**config.mk**
```make
export PLATFORM = sky130hd
export DESIGN_NAME = decode416_seq
export DESIGN_NICKNAME = d
export VERILOG_FILES = /design/src/rtl/cpu_defs.sv /design/src/rtl/onehot416.sv /design/src/rtl/decode416_seq.sv
export SDC_FILE = /design/constraint.sdc
export NUM_CORES = 1
export LEC_CHECK = 0
export CORE_AREA = 2 2 56 58
export DETAILED_ROUTE_END_ITERATION = 12
export DIE_AREA = 0 0 58 60
export PLACE_DENSITY = 0.8
export SYNTH_ARGS = -nofsm -noshare
export SYNTH_HDL_FRONTEND = slang
export SYNTH_SLANG_ARGS = --single-unit
```
**constraint.sdc**
```tcl
create_clock -name clk -period 5.2 [get_ports clk]
set_clock_uncertainty 0.2 [all_clocks]
set_input_delay 1.04 -clock clk [delete_from_list [all_inputs] [get_ports clk]]
set_output_delay 1.04 -clock clk [all_outputs]
set_load 0.02 [all_outputs]
```
**src/rtl/cpu_defs.sv**
```systemverilog
// Widths and state encodings shared by the one-hot decoder and the CPU's 16-to-4 encoder.
package cpu_defs;

    localparam int SEL_W    = 4;
    localparam int ONEHOT_W = 16;

    localparam logic [SEL_W-1:0] LAST_IDX = 4'hF;

    typedef enum logic [1:0] {
        ST_IDLE  = 2'd0,
        ST_SWEEP = 2'd1,
        ST_DONE  = 2'd2
    } state_t;

endpackage

```
**src/rtl/onehot416.sv**
```systemverilog
// Pure combinational 4-to-16 decode. The shift is done at the full 16-bit width,
// so every 4-bit index produces exactly one set bit.
module onehot416
    import cpu_defs::*;
(
    input  logic [SEL_W-1:0]    sel,
    output logic [ONEHOT_W-1:0] onehot
);

    assign onehot = ONEHOT_W'(1) << sel;

endmodule

```
**src/rtl/decode416_seq.sv**
```systemverilog
// Registered 4-to-16 one-hot decoder with a valid/ready index input and a
// bring-up sweep that walks the one-hot bit from 0x0001 to 0x8000.
//
// state    | meaning
// ST_IDLE  | accepting indices; a decode completes here without leaving the state
// ST_SWEEP | walking index 0..15, each held STEP_CYCLES cycles
// ST_DONE  | one-cycle sweep_done pulse, out cleared, then back to idle
module decode416_seq
    import cpu_defs::*;
#(
    parameter int STEP_CYCLES = 1,
    parameter bit HOLD        = 1'b1
) (
    input  logic                clk,
    input  logic                rst,
    input  logic                en,
    input  logic                in_valid,
    input  logic [SEL_W-1:0]    in_sel,
    output logic                in_ready,
    input  logic                sweep_start,
    output logic [ONEHOT_W-1:0] out,
    output logic                out_valid,
    output logic                busy,
    output logic                sweep_done
);

    localparam int STEP_W = (STEP_CYCLES > 1) ? $clog2(STEP_CYCLES) : 1;
    localparam logic [STEP_W-1:0] STEP_LOAD = STEP_W'(STEP_CYCLES - 1);

    state_t                state;
    logic [STEP_W-1:0]     step_cnt;
    logic [SEL_W-1:0]      idx;
    logic [ONEHOT_W-1:0]   out_r;
    logic                  out_valid_r;
    logic                  in_ready_r;
    logic                  busy_r;
    logic                  sweep_done_r;

    logic                  accept;
    logic [SEL_W-1:0]      idx_next;
    logic [SEL_W-1:0]      dec_sel;
    logic [ONEHOT_W-1:0]   dec_out;

    // in_ready_r is high exactly in ST_IDLE, so it doubles as the accept qualifier.
    assign accept   = in_valid && in_ready_r;

    // Outside a sweep idx_next is 0, which is the first sweep step on a start.
    assign idx_next = (state == ST_SWEEP) ? idx + SEL_W'(1) : '0;
    assign dec_sel  = accept ? in_sel : idx_next;

    onehot416 u_onehot (
        .sel    (dec_sel),
        .onehot (dec_out)
    );

    always_ff @(posedge clk) begin
        if (rst) begin
            state        <= ST_IDLE;
            step_cnt     <= '0;
            idx          <= '0;
            out_r        <= '0;
            out_valid_r  <= 1'b0;
            in_ready_r   <= 1'b1;
            busy_r       <= 1'b0;
            sweep_done_r <= 1'b0;
        end else begin
            case (state)
                ST_IDLE: begin
                    sweep_done_r <= 1'b0;
                    if (accept) begin
                        out_r       <= dec_out;
                        out_valid_r <= 1'b1;
                    end else begin
                        out_valid_r <= 1'b0;
                        if (sweep_start) begin
                            state      <= ST_SWEEP;
                            busy_r     <= 1'b1;
                            in_ready_r <= 1'b0;
                            idx        <= '0;
                            step_cnt   <= STEP_LOAD;
                            out_r      <= dec_out;
                        end else if (!HOLD) begin
                            out_r <= '0;
                        end
                    end
                end

                ST_SWEEP: begin
                    out_valid_r <= 1'b0;
                    if (step_cnt == '0) begin
                        if (idx == LAST_IDX) begin
                            state        <= ST_DONE;
                            busy_r       <= 1'b0;
                            sweep_done_r <= 1'b1;
                            out_r        <= '0;
                        end else begin
                            idx      <= idx_next;
                            step_cnt <= STEP_LOAD;
                            out_r    <= dec_out;
                        end
                    end else begin
                        step_cnt <= step_cnt - STEP_W'(1);
                    end
                end

                ST_DONE: begin
                    state        <= ST_IDLE;
                    sweep_done_r <= 1'b0;
                    in_ready_r   <= 1'b1;
                    idx          <= '0;
                end

                default: begin
                    state        <= ST_IDLE;
                    out_r        <= '0;
                    out_valid_r  <= 1'b0;
                    in_ready_r   <= 1'b1;
                    busy_r       <= 1'b0;
                    sweep_done_r <= 1'b0;
                end
            endcase
        end
    end

    // en only masks the ports; the handshake and sweep keep running underneath.
    assign out        = en ? out_r : '0;
    assign out_valid  = en & out_valid_r;
    assign in_ready   = in_ready_r;
    assign busy       = busy_r;
    assign sweep_done = sweep_done_r;

endmodule

```
==> results.txt <==
----------------------------------------------------
[Clock network]
  CTS Hold Bufs ... 0
  TritonCTS clock tree ... yes
  Clock tree root buffer cell ... clkbuf_4
  Number of clock sinks ... 26
  CTS-repair resized insts ... 0
  Number of buffers on the longest clock path ... 2
  Clk_lat worst skew ... 320 ps
  Total setup buffers inserted after CTS ... 0
  Clock Pin Slew Worst Setup and Hold Paths ... 130 ps
  CTS HTree Levels ... 1
  Number of CTS-inserted buffers ... 3

[Floorplanning]
  Site row count ... 20
  Floorplan die area ... 3480 um^2
  Die Y ... 60 um
  Initial Util ... 0.5134
  Std-Cell Core Area ... 2903 um^2
  Number of primary I/O pins ... 29
  DIE WIDTH ... 58 um

[Drt]
  Routed length per placed instance ... 14.63 um
  Via count ... 1337
  Number of iterations in the first detailed-routing pass ... 4
  Number of DRC violations after detailed routing ... 0
  Routed Antenna Nets ... 0
  Via/cell ratio ... 5.942
  Starting DRT DRC Count ... 34
  Wire length after detailed routing ... 3291 um

[STA]
  Setup TNS ... 0 ps
  Final worst path period share ... 0.7240
  Worst-margin pin slew ... 793.6 ps
  Max Slew Vio Count ... 0
  Tightest slew margin relative to the limit ... 0.4693
  Final period demand of the worst path ... 3765 ps
  Final setup vio count ... 0
  Slack of the critical path ... 1435 ps
  Setup repair after global routing missed its margin ... no
  Final-report hold violation count ... 0
  Fmax achieved ... 265.6 MHz

[Global route]
  Via count of the first global-routing pass ... 1223
  Antenna violations before repair ... 0
  Aggregate global-route resource usage ... 0.2002
  Maximum number of pins on one net before global-route repair ... 21
  GRT Residual Overflow ... 0
  Wire length of the first global-routing pass ... 5464 um

[Synthesis]
  Post-synth cell types ... 52
  Sequential cell area fraction in the yosys report ... 0.3493
  Area share of xor/xnor cells in the synthesized design ... 0.02267
  Fraction of synthesized area in multiplexers ... 0
  Yosys warns ... 0
  Number of nets in the synthesized netlist ... 183
  Synth Instances ... 173
  Top_reg_cell synth ... dfxtp_1
  Synthesized-area fraction occupied by ao, oa, aoi and oai cells ... 0.2695
  Flip-flop and latch count after synthesis ... 26
  Proportion of synthesized flip-flops having asynchronous set or reset ... 0
  Cell area after technology mapping ... 1490 um^2
  Area share of and/or/nand/nor cells after synthesis ... 0.2947
  Dominant combinational cell family by area after synthesis ... simple AND/OR/NAND/NOR gates
  Post-synth EDFFs ... 0
  Average cell area after synthesis ... 8.614 um^2
  Adder-cell share of the synthesized area ... 0.008396

[Placed design]
  Weighted congestion at the end of routability-driven global placement ... 0.9036
  Placed wire-length estimate after detailed placement ... 2490 um
  Worst setup slack before clock tree synthesis ... 1413 ps
  IO Port Bufs ... 28
  Cell area after placement ... 1733 um^2

[Min path]
  Cell depth of the worst min-delay path ... 2
  Hold Startpoint ... out_r[4]$_SDFFE_PP0P_
  Endpoint with the worst hold slack ... out_r[4]$_SDFFE_PP0P_
  Worst min-delay path category ... reg2reg

[Power]
  Part of the power in registers ... 0.581
  Proportion of total power due to net switching ... 0.2868
  Combinational Power Share ... 0.189
  Pwr Density ... 209.0 nW/um^2
  Maximum VDD drop ... 183.3 uV
  Cell-internal power ... 261.7 uW
  Leakage component of the power ... 0.0006224 uW
  Share of total power in the clock network ... 0.230
  Net switching component of the power ... 105.2 uW

[Setup path]
  Critical setup path kind ... in2out
  FF-to-FF End ... out_r[9]$_SDFFE_PP0P_
  Peak fanout along the critical path ... 17
  Worst reg2reg path depth ... 4
  Register-to-Register Setup Slack ... 3200 ps
  Crit Reg-Reg Startpoint ... state[0]$_SDFFE_PP0P_
  Required time reported for the critical path endpoint ... 3960 ps
  Sort of element at the start of the critical path ... input pin
  Arrival time of the worst setup path ... 2520 ps
  Kind of end point of the critical path ... output pin

[Flow run]
  Maxcap violations ... 0

[Cells and area]
  Layout cell share with drive strength beyond 1 ... 0.1146
  Number of inserted diodes ... 0
  Net count of the finished layout ... 204
  Final Instance Area ... 1755 um^2
  Area added between synthesis and finish ... 17.80%

[Status]
  Run status ... finished clean

----------------------------------------------------
-- worst max path at each step --
stage / startpoint / cells after the start / endpoint
final: en / 3 / out[3]
after floorplan: en / 2 / out[10]
after detailed placement: en / 3 / out[3]
after global routing: en / 3 / out[0]
after global placement: en / 3 / out[4]
after CTS: en / 3 / out[3]
-- cell usage after synthesis (all sizes together), types with 2 or more instances --
library cell | instances | area, um^2
nand3b | 2 | 15.01
nor4 | 2 | 12.51
nor2 | 12 | 47.55
dfxtp | 26 | 520.5
and2 | 18 | 115.1
o21a | 2 | 16.27
a211oi | 2 | 15.01
a32o | 4 | 41.29
nand2 | 20 | 75.07
clkbuf | 4 | 15.01
nand3 | 7 | 35.03
and3 | 2 | 17.52
nand4 | 2 | 12.51
nand2b | 3 | 18.77
o31ai | 9 | 106.4
a21oi | 11 | 55.05
o21ai | 9 | 45.04
a22oi | 2 | 15.01
buf | 8 | 63.80
a21o | 3 | 23.77
nor3 | 5 | 25.02
xnor2 | 2 | 25.03
-- state kept, by name, summed over array words and instances (netlist names) --
name and flops:
out_r 16, out_valid_r 1, sweep_done 1, busy 1
state 2, in_ready 1, idx 4
-- layer usage --
| metal | track usage | up-vias | part of all wire |
|---|---|---|---|
| met1 | 0.2517 | 620 | 0.43 |
| met5 | 0 | - | 0 |
| li1 | - | 668 | - |
| met4 | 0.09302 | 0 | 0.017 |
| met3 | 0.02165 | 7 | 0.041 |
| met2 | 0.3442 | 42 | 0.51 |
-- through the flow --
stage,total power [uW],util,hold WS (ps),cells
3_3_place_gp,284.4,0.5970,230.1,222
5_1_grt,383.5,0.6047,293.5,225
3_5_place_dp,286.2,0.5970,242.1,222
6_report,366.9,0.6047,266.8,225
4_1_cts,370.2,0.6047,273.3,225
2_1_floorplan,265.7,-,216.6,173
-- layout by cell type (no fill, tap or decap), types with 2 or more instances in the layout --
cell type,synthesis,final
a211oi_1,2,2
a21o_1,2,2
a21oi_1,11,11
a22oi_1,2,2
a32o_1,3,3
and2_1,17,17
clkbuf_4,0,3
clkdlybuf4s50_1,0,28
dfxtp_1,26,26
nand2_1,20,20
nand2b_1,3,3
nand3_1,7,7
nand3b_1,2,2
nand4_1,2,2
nor2_1,11,11
nor3_1,5,5
nor4_1,2,2
o21ai_0,7,7
o21ai_1,2,2
o31ai_1,3,3
o31ai_2,5,5
-- area by class of cell --
type                       instances  area, um^2
inverter                           1       3.754
sequential                        26       520.5
fill                             263        1147
multi-input combinational        134       887.1
tap                               33       41.29
clock buffer                       3       22.52
timing repair buffer              28       280.3
-- power by group through the flow --
stage	clock network, uW	logic [uW]	registers, uW
floorplan	0	50.0	216
finish	84.4	69.3	213
global route	93.1	75.6	215
detailed placement	0	68.5	218
CTS	87.9	69.0	213
global placement	0	67.0	217
-- kinds of logic after synthesis --
kind of cell             after synthesis
AND/OR/NAND/NOR                       79
AO/OA/AOI/OAI                         51
flip-flops                            26
buffers and inverters                 13
XOR/XNOR                               3
adder cells (fa/ha/maj)                1
-- critical path: stages --
cell and delay (ps):
clkdlybuf4s50_1 700, and2_1 190, clkdlybuf4s50_1 600
No activity file was read; power rests on OpenSTA's default activity.
